**src/rtl/dmem_ctrl.sv**
```systemverilog
// MEM-stage data-memory responder: turns pipeline loads/stores into word-wide,
// byte-enabled bus transactions and returns extended load data with a done pulse.
module dmem_ctrl #(
    parameter int ADDR_W  = 23,
    parameter int TIMEOUT = 255
) (
    input  logic              clk,
    input  logic              rst_n,
    input  logic              sdram_init_done,
    input  logic              mem_rd,
    input  logic              mem_wr,
    input  logic [2:0]        funct3,
    input  logic [31:0]       addr,
    input  logic [31:0]       wdata,
    output logic [31:0]       rdata,
    output logic              mem_access_done,
    output logic              mem_err,
    output logic              bus_req,
    output logic              bus_we,
    output logic [ADDR_W-1:0] bus_addr,
    output logic [3:0]        bus_be,
    output logic [31:0]       bus_wdata,
    input  logic              bus_ack,
    input  logic              bus_rvalid,
    input  logic [31:0]       bus_rdata
);

    localparam int CNT_W = $clog2(TIMEOUT + 1);

    typedef enum logic [1:0] {IDLE, REQ, RWAIT, DONE} state_t;

    state_t              state_q, state_d;
    logic [ADDR_W-1:0]   addr_q, addr_d;
    logic                we_q, we_d;
    logic [3:0]          be_q, be_d;
    logic [31:0]         wdata_q, wdata_d;
    logic [2:0]          f3_q, f3_d;
    logic [1:0]          off_q, off_d;
    logic [CNT_W-1:0]    cnt_q, cnt_d;
    logic                err_q, err_d;
    logic [31:0]         rdata_q, rdata_d;

    logic                f3_ok, misal, illegal, expired;
    logic [3:0]          be_n;
    logic [31:0]         wdata_n;
    logic                unused_addr;

    assign unused_addr = ^addr[31:ADDR_W+2];

    function automatic logic [31:0] extract(input logic [31:0] w, input logic [1:0] off,
                                            input logic [2:0] f3);
        logic [7:0]  b;
        logic [15:0] h;
        b = w[{off, 3'b000} +: 8];
        h = off[1] ? w[31:16] : w[15:0];
        case (f3)
            3'b000:  extract = {{24{b[7]}}, b};
            3'b100:  extract = {24'h0, b};
            3'b001:  extract = {{16{h[15]}}, h};
            3'b101:  extract = {16'h0, h};
            default: extract = w;
        endcase
    endfunction

    always_comb begin
        case (funct3)
            3'b000, 3'b001, 3'b010, 3'b100, 3'b101: f3_ok = 1'b1;
            default:                                f3_ok = 1'b0;
        endcase
        misal   = (funct3[1:0] == 2'b01 && addr[0]) || (funct3 == 3'b010 && addr[1:0] != 2'b00);
        illegal = (mem_rd && mem_wr) || !f3_ok || misal;

        // Stores replicate the datum across every lane it could occupy.
        be_n    = 4'b1111;
        wdata_n = wdata;
        if (mem_wr) begin
            case (funct3[1:0])
                2'b00: begin
                    be_n    = 4'b0001 << addr[1:0];
                    wdata_n = {4{wdata[7:0]}};
                end
                2'b01: begin
                    be_n    = 4'b0011 << addr[1:0];
                    wdata_n = {2{wdata[15:0]}};
                end
                default: ;
            endcase
        end
    end

    always_comb begin
        state_d = state_q;
        addr_d  = addr_q;
        we_d    = we_q;
        be_d    = be_q;
        wdata_d = wdata_q;
        f3_d    = f3_q;
        off_d   = off_q;
        cnt_d   = cnt_q;
        err_d   = err_q;
        rdata_d = rdata_q;
        expired = (cnt_q == CNT_W'(TIMEOUT - 1));

        case (state_q)
            IDLE: begin
                if ((mem_rd || mem_wr) && sdram_init_done) begin
                    state_d = DONE;
                    err_d   = 1'b1;
                    if (!illegal) begin
                        state_d = REQ;
                        err_d   = 1'b0;
                        addr_d  = addr[ADDR_W+1:2];
                        we_d    = mem_wr;
                        be_d    = be_n;
                        wdata_d = wdata_n;
                        f3_d    = funct3;
                        off_d   = addr[1:0];
                        cnt_d   = '0;
                    end
                end
            end
            REQ: begin
                cnt_d = cnt_q + 1'b1;
                if (bus_ack && we_q) begin
                    state_d = DONE;
                end else if (bus_ack && bus_rvalid) begin
                    rdata_d = extract(bus_rdata, off_q, f3_q);
                    state_d = DONE;
                end else if (expired) begin
                    err_d   = 1'b1;
                    rdata_d = '0;
                    state_d = DONE;
                end else if (bus_ack) begin
                    state_d = RWAIT;
                end
            end
            RWAIT: begin
                cnt_d = cnt_q + 1'b1;
                if (bus_rvalid) begin
                    rdata_d = extract(bus_rdata, off_q, f3_q);
                    state_d = DONE;
                end else if (expired) begin
                    err_d   = 1'b1;
                    rdata_d = '0;
                    state_d = DONE;
                end
            end
            DONE:    state_d = IDLE;
            default: state_d = IDLE;
        endcase
    end

    always_ff @(posedge clk or negedge rst_n) begin
        if (!rst_n) begin
            state_q <= IDLE;
            addr_q  <= '0;
            we_q    <= 1'b0;
            be_q    <= '0;
            wdata_q <= '0;
            f3_q    <= '0;
            off_q   <= '0;
            cnt_q   <= '0;
            err_q   <= 1'b0;
            rdata_q <= '0;
        end else begin
            state_q <= state_d;
            addr_q  <= addr_d;
            we_q    <= we_d;
            be_q    <= be_d;
            wdata_q <= wdata_d;
            f3_q    <= f3_d;
            off_q   <= off_d;
            cnt_q   <= cnt_d;
            err_q   <= err_d;
            rdata_q <= rdata_d;
        end
    end

    assign bus_req         = (state_q == REQ);
    assign mem_access_done = (state_q == DONE);
    assign mem_err         = (state_q == DONE) && err_q;
    assign bus_we          = we_q;
    assign bus_addr        = addr_q;
    assign bus_be          = be_q;
    assign bus_wdata       = wdata_q;
    assign rdata           = rdata_q;

endmodule

```
**config.mk**
```make
export PLATFORM = sky130hd
export DESIGN_NAME = dmem_ctrl
export DESIGN_NICKNAME = d
export VERILOG_FILES = /design/src/rtl/dmem_ctrl.sv
export SDC_FILE = /design/constraint.sdc
export NUM_CORES = 1
export LEC_CHECK = 0
export ABC_AREA = 0
export CAP_MARGIN = 20
export CELL_PAD_IN_SITES_DETAIL_PLACEMENT = 0
export CELL_PAD_IN_SITES_GLOBAL_PLACEMENT = 2
export CORE_MARGIN = 3
export CORE_UTILIZATION = 29
export CTS_CLUSTER_SIZE = 30
export DETAILED_ROUTE_END_ITERATION = 16
export HOLD_SLACK_MARGIN = 0.05
export PLACE_DENSITY = 0.83
export REMOVE_ABC_BUFFERS = 1
export SETUP_SLACK_MARGIN = 0.02
export SYNTH_ARGS = -nofsm -noshare
export SYNTH_HDL_FRONTEND = slang
export SYNTH_SLANG_ARGS = --single-unit
```
**constraint.sdc**
```tcl
create_clock -name clk -period 4.5 [get_ports clk]
set_input_delay 0.9 -clock clk [delete_from_list [all_inputs] [get_ports clk]]
set_output_delay 0.9 -clock clk [all_outputs]
set_load 0.1 [all_outputs]
```
Word level (Yosys, flattened, before mapping) --
Index checks and enable logic that the tools add are counted.
Word-level totals: flip-flop bits (word level) 108, output and inout port bits 95, word-level logic and storage cells 92
Operators by class: $add $sub $neg 1, equal/unequal tests 19, shift-type cells 3, mux-type cells 31, bitwise operators 1, reductions and logical operators 27
Operator list (number):
- 32-bit 2-to-1 mux | 5
- 32-bit one-hot mux with 2 select lines | 2
- 32-bit one-hot mux with 4 select lines | 1
- 32-bit by 6-bit variable part select with 8-bit output | 1
- 16-bit 2-to-1 mux | 1
- 2-bit 2-to-1 mux | 8
- 8-bit 2-to-1 mux | 2
- 8-bit one-hot mux with 2 select lines | 1
- 3-bit == test, second input constant | 4
- 2-bit inequality test, second input constant | 5
- 3-bit AND reduction | 3
- 8-bit by 1-bit adder with 8-bit output, second input constant | 1
- 8-bit == test, second input constant | 1
- 2-bit one-hot mux with 4 select lines | 1
- 4-bit one-hot mux with 2 select lines | 1
- 1-bit logical AND | 7
- 1-bit 2-to-1 mux | 7
- 3-bit by 1-bit == test with 1-bit output, second input constant | 2
- 3-bit zero test | 2
- 2-bit nonzero test | 3
- 5-bit by 1-bit inequality test with 1-bit output, second input constant | 1
- 5-bit AND reduction | 1
- 5-bit OR reduction | 1
- 2-bit by 1-bit == test with 1-bit output, second input constant | 2
- other kinds (14) | 19

Longest topological paths before layout --
Gate-level depths: netlist (run 1).
depth in word-level cells 9, mapped depth 8, mapped depth without buffers 6

Worst setup path after synthesis (run 1) --
OpenSTA, ideal clock, no wires.
kind register -> output, start point register state_q[0], end point output mem_err, data arrival time 2.064 ns, data required time 3.600 ns, setup slack 1.536 ns, stages on the path, launching flop included 3, buffers on the path 0, cells stage by stage dfrtp_1 ha_1 and2_1
Between the ends: cells in the longest elaborated chain, start to end 2
Ends and longest elaborated chain:
- start, declared | line 32 | state_t state_q, state_d;
- start signal, assigned | line 166 | state_q <= state_d;
- 2-bit == test
- via mem_access_done | line 16 | output logic mem_access_done,
- 1-bit logical AND | line 181 | assign mem_err = (state_q == DONE) && err_q;
- end, declared | line 17 | output logic mem_err,
The timed path passes the listed nets, and every way through them passes these cells.

Final worst setup path (run 1) --
start point register state_q[1], end point output bus_req
Between the ends: cells in the longest elaborated chain, start to end 1
Ends and longest elaborated chain:
- 2-bit by 1-bit == test with 1-bit output | line 179 | assign bus_req = (state_q == REQ);
- end, declared | line 18 | output logic bus_req,
Every way passes these cells.

==> results.cfg, run 1 <==
[status]
outcome = finished, final reports clean

[detailed_routing]
avgViaCountPerCell = 4.98
postRouteAntennaNets = 0
firstDrtPassIters = 4
via_count = 4651
wirelength_um = 16400
drc = 0
wl_per_cell_um = 17.6
drtIter0Drc = 208

[grt]
grt_first_pass_wirelength_um = 25800
track_usage_pct = 16.0
grt_overflow = 0
antenna_found_initial = 2
grt_pass1_vias = 4769
grt_max_degree = 89

[synthesis]
synth_warnings = 0
synth-edff-count = 0
postSynthAreaPerCell_sq_um = 10.4
synth_cell_types = 52
ys_seq_area_share_pct = 49.6
synth_seq_cells = 108
synthArstFlopShare_pct = 100
netlist_instances = 525
ys.flop_type = dfrtp_1
netlist_area_sq_um = 5450

[placement]
hpwl_um = 11800
place_ws_ns = 1.27
port_buffers = 193
gp_congestion = 0.764

[cts]
path_clk_slew_ns = 0.07
cts.sinks = 108
cts_tree = yes
htreeDepth = 3
root_buffer = clkbuf_16
post-cts-setup-buffers = 0
cts_resized = 0
insertion_delay_ns = 0.35
cts_max_path_buffers = 2
cts_buffers = 9
cts_hold_buf = 0

[floorplanning]
design.die.area_sq_um = 20500
io_pins = 201
fp.dieH_um = 143
fp.dieW_um = 143
rows = 49
initial_core_util_pct = 29.9
core_area_sq_um = 18200

[sta]
setup_viol = 0
fin_crit_ns = 3.25
rsz0062_at_grt = no
fin_ws_ns = 1.25
finalSetupTns_ns = 0
tightest_slew_ns = 1.07
relSlewSlack_pct = 28.7
fin_skew_ns = 0.00922
fmax_ghz = 0.308
drv_slew = 0
timing.final.crit_share_pct = 72.2
hold_violations = 0

[critical_path]
startpoint_type = flip-flop
cp_slowest_cell = clkdlybuf4s50_1
crit_type = reg -> out
critPathBufInv = 2
cp-end-kind = output port
rr_worst_depth = 7
path_max_fanout = 6
cp.arrival_ns = 2.35
max_stage_delay_ns = 1.17
required_ns = 3.60
worst-path-stages = 3
crit_family = buffers and inverters
crit_chain = inv_1 > ha_1 > clkdlybuf4s50_1

[final_layout]
antennaDiodeCount = 0
layout.nets = 811
syn2layout_area_growth_pct = 44.3
nFillCells = 1739
drive_gt1_share_pct = 7.24

[hold_path]
hold_depth = 2
hold_class = reg -> reg

[flow_run]
maxCapViolations = 0
-- placed cells by master (no fill, tap or decap), types with 6 or more instances in the layout --
master / n
o31ai_1: 6
a21oi_1: 69
nand2_1: 47
a22oi_1: 10
and2_1: 6
mux2i_1: 27
buf_4: 7
inv_1: 13
a21o_1: 8
mux2_1: 34
nor2_1: 13
nand3_1: 15
mux2_2: 10
o21ai_0: 38
a21oi_2: 10
clkbuf_16: 9
ha_1: 6
nor2b_1: 10
dfrtp_1: 108
clkdlybuf4s50_1: 192
-- tightest hold or removal path, delay by kind of cell, from the launching register on --
family	cells	cell delay, ns
AOI/OAI and AO/OA	1	0.06
DFF	1	0.34
and+or+nand+nor	1	0.04
-- cell families (layout without fill, tap and decap cells) --
family	count (synthesis)	after routing	synth area share (%)
multiplexers	72	72	14.5
AND/OR/NAND/NOR	112	112	10.0
XOR/XNOR	1	1	0.161
AO/OA/AOI/OAI	175	175	19.9
flip-flops	108	108	49.6
adder cells (fa/ha/maj)	6	6	1.38
buffers and inverters	51	230	4.57
-- synth_stat cells, drive strengths merged (4+ instances only) --
| cell type | n | share of area, % |
|---|---|---|
| a22o | 4 | 0.64 |
| clkbuf | 21 | 1.4 |
| a22oi | 10 | 1.4 |
| mux2i | 27 | 5.0 |
| nand3 | 15 | 1.4 |
| and2 | 6 | 0.69 |
| a21o | 8 | 1.1 |
| buf | 17 | 2.2 |
| nor2b | 10 | 1.1 |
| a21oi | 79 | 7.9 |
| o21ai | 41 | 3.8 |
| a32oi | 4 | 0.64 |
| and3 | 4 | 0.46 |
| mux2 | 44 | 9.1 |
| o31ai | 6 | 0.83 |
| ha | 6 | 1.4 |
| or3 | 4 | 0.46 |
| nand2 | 47 | 3.2 |
| inv | 13 | 0.90 |
| nor2 | 14 | 1.0 |
| dfrtp | 108 | 50 |
-- worst paths after layout --
check / startpoint / endpoint / slack [ns]
hold / removal: bus_wdata[29]$_DFFE_PN0P_ / bus_wdata[29]$_DFFE_PN0P_ / 0.48
setup reg to reg: state_q[1]$_DFFE_PN0P_ / rdata[11]$_DFFE_PN0P_ / 2.04
setup / recovery: state_q[1]$_DFFE_PN0P_ / bus_req / 1.25
hold reg to reg: bus_wdata[29]$_DFFE_PN0P_ / bus_wdata[29]$_DFFE_PN0P_ / 0.48
min in group asynchronous: rst_n / rdata[17]$_DFFE_PN0P_ / 0.67
max in group asynchronous: rst_n / bus_addr[14]$_DFFE_PN0P_ / 2.93
-- layout make-up --
| cell class | instances | area (sq um) | share of cell area, % |
|---|---|---|---|
| clock buffers | 10 | 229 | 2.91 |
| clock inverters | 6 | 62.6 | 0.795 |
| inverters | 13 | 48.8 | 0.620 |
| multi-input cells | 366 | 2520 | 32.0 |
| flip-flops and latches | 108 | 2700 | 34.3 |
| well taps | 229 | 287 | 3.64 |
| repair buffers | 201 | 2020 | 25.7 |
-- per-stage QoR --
step                      hold WS [ns]  utilization (%)  area [sq um]  cells
final                            0.479             43.2          7870    933
after global routing             0.513             43.2          7870    933
after CTS                        0.488             43.1          7840    932
after detailed placement         0.470             41.5          7550    916
after global placement           0.462             41.5          7550    916
after floorplan                  0.466                -          5250    487
-- state kept, by name (all words and copies together), names as in the netlist --
signal / flops
f3_q: 3
state_q: 2
bus_we: 1
rdata: 32
bus_addr: 23
bus_be: 4
cnt_q: 8
err_q: 1
off_q: 2
bus_wdata: 32
-- metal layers --
| layer | global-route usage, % | part of all wire (%) | vias to the layer above |
|---|---|---|---|
| met5 | 0 | 0.15 | - |
| met2 | 24.2 | 44 | 168 |
| met3 | 7.07 | 11 | 19 |
| met4 | 4.75 | 1.4 | 4 |
| li1 | - | - | 2242 |
| met1 | 20.6 | 43 | 2218 |
Power of run 1 is left out: the tool's default activity adds up to more than one toggle a clock period on the data nets, which glitch-free logic cannot reach.
==> run 2: changes to the inputs <==
--- a/config.mk
+++ b/config.mk
@@ -10,11 +10,11 @@
 export CELL_PAD_IN_SITES_DETAIL_PLACEMENT = 0
 export CELL_PAD_IN_SITES_GLOBAL_PLACEMENT = 2
 export CORE_MARGIN = 3
-export CORE_UTILIZATION = 29
+export CORE_UTILIZATION = 27
 export CTS_CLUSTER_SIZE = 30
 export DETAILED_ROUTE_END_ITERATION = 16
 export HOLD_SLACK_MARGIN = 0.05
-export PLACE_DENSITY = 0.83
+export PLACE_DENSITY = 0.78
 export REMOVE_ABC_BUFFERS = 1
 export SETUP_SLACK_MARGIN = 0.02
 export SYNTH_ARGS = -nofsm -noshare
==> constraint.sdc (replaced) <==
create_clock -name clk -period 3 [get_ports clk]
set_input_delay 0.6 -clock clk [delete_from_list [all_inputs] [get_ports clk]]
set_output_delay 0.6 -clock clk [all_outputs]
set_load 0.1 [all_outputs]
==> results.cfg, run 2 (synthesis results as in run 1) <==
[critical_path]
startpoint_type = flip-flop
cp.arrival_ns = 2.55
crit_chain = inv_1 > ha_1 > inv_1 > or4b_1 > buf_4 > a21oi_1 > a21oi_2
path_max_fanout = 32
r2r_end = rdata[28]$_DFFE_PN0P_
cp-end-kind = flip-flop
max_stage_delay_ns = 0.52
critPathLaunch = state_q[0]$_DFFE_PN0P_
crit_type = reg -> reg
critical_path.most_common_cell = inv_1
worstReg2RegStart = state_q[0]$_DFFE_PN0P_
cp_slowest_cell = or4b_1
reg2reg_setup_slack_ns = 0.68
rr_worst_depth = 7
required_ns = 3.23

[cts]
cts_max_path_buffers = 2
cts_hold_buf = 0
cts_buffers = 9
cts_tree = yes
insertion_delay_ns = 0.36
cts.sinks = 108
cts_resized = 0
post-cts-setup-buffers = 0
path_clk_slew_ns = 0.07
htreeDepth = 3
root_buffer = clkbuf_16

[grt]
grt_overflow = 0
track_usage_pct = 15.3
antenna_found_initial = 0
busiest_layer = met2
grt_pass1_vias = 5062
grt_first_pass_wirelength_um = 27000
grtUsageMet2_pct = 25.4
grt_util_met3_pct = 4.66
met1_usage_pct = 19.3
grt_max_degree = 66

[detailed_routing]
firstDrtPassIters = 4
drc = 0
via_count = 4741
wirelength_um = 16500
postRouteAntennaNets = 0
wl_per_cell_um = 16.9
avgViaCountPerCell = 4.86
drtIter0Drc = 148

[final_layout]
layout_common_cells = dfrtp_1 (108), buf_4 (107), clkdlybuf4s50_1 (97), a21oi_1 (69), nand2_1 (47)
layout.nets = 816
drive_gt1_share_pct = 21.4
final_common_cell = dfrtp_1
stdcell_area_sq_um = 7710
syn2layout_area_growth_pct = 41.5
nFillCells = 2004
postLayoutCoreUtil_pct = 39.2

[floorplanning]
design.die.area_sq_um = 21900
core_area_sq_um = 19700
rows = 51
initial_core_util_pct = 27.7
fp.dieW_um = 148
io_pins = 201
fp.dieH_um = 148

[placement]
hpwl_um = 11800
gp_congestion = 0.766
postPlaceCellArea_sq_um = 7410
port_buffers = 193

[sta]
tightest_slew_ns = 0.689
fin_skew_ns = 0.0101
setup_viol = 0
fmax_ghz = 0.431
fin_crit_ns = 2.32
timing.final.crit_share_pct = 77.3
finalSetupTns_ns = 0
hold_violations = 0
rsz0062_at_grt = no
relSlewSlack_pct = 54.1
drv_slew = 0

[status]
outcome = finished, final reports clean

[flow_run]
maxCapViolations = 0

[hold_path]
hold_class = in -> async
==> run 2: how the worst max path moves through the flow <==
| stage | endpoint | cells past startpoint |
|---|---|---|
| final | rdata[28]$_DFFE_PN0P_ | 7 |
| after global routing | rdata[31]$_DFFE_PN0P_ | 7 |
| after CTS | rdata[28]$_DFFE_PN0P_ | 7 |
| after detailed placement | bus_be[1]$_DFFE_PN0P_ | 5 |
| after global placement | bus_wdata[7]$_DFFE_PN0P_ | 5 |
| after floorplan | bus_addr[11]$_DFFE_PN0P_ | 3 |
==> run 2: per-layer routing <==
metal  wire [um]  part of all wire (%)
met3        1220                   7.4
met5           0                     0
met4         246                   1.5
met1        7360                    45
met2        7690                    47
==> run 2: worst max-delay path: cells and delay by family (launching register included) <==
family	cells	cell delay, ns
and+or+nand+nor	1	0.52
adders and majority gates	1	0.50
buffers and inverters	3	0.49
DFF	1	0.42
AOI/OAI and AO/OA	2	0.27
==> run 2: metrics by stage <==
step	hold slack [ns]	setup WS [ns]	std cells
after floorplan	0.304	-2.36	487
after global placement	0.467	0.390	958
after detailed placement	0.471	0.387	958
after CTS	0.297	0.662	974
after global routing	0.320	0.459	974
final	0.272	0.681	975
==> run 2: cell type report <==
| class | count | area [sq um] | share of cell area, % |
|---|---|---|---|
| well taps | 265 | 332 | 4.30 |
| inverters | 13 | 48.8 | 0.633 |
| diodes | 1 | 2.50 | 0.0324 |
| clock buffers | 11 | 253 | 3.28 |
| clock inverters | 5 | 43.8 | 0.568 |
| flip-flops and latches | 108 | 2700 | 35.0 |
| repair buffers | 206 | 1810 | 23.5 |
| multi-input cells | 366 | 2520 | 32.6 |
Power of run 2 is left out for the same reason.
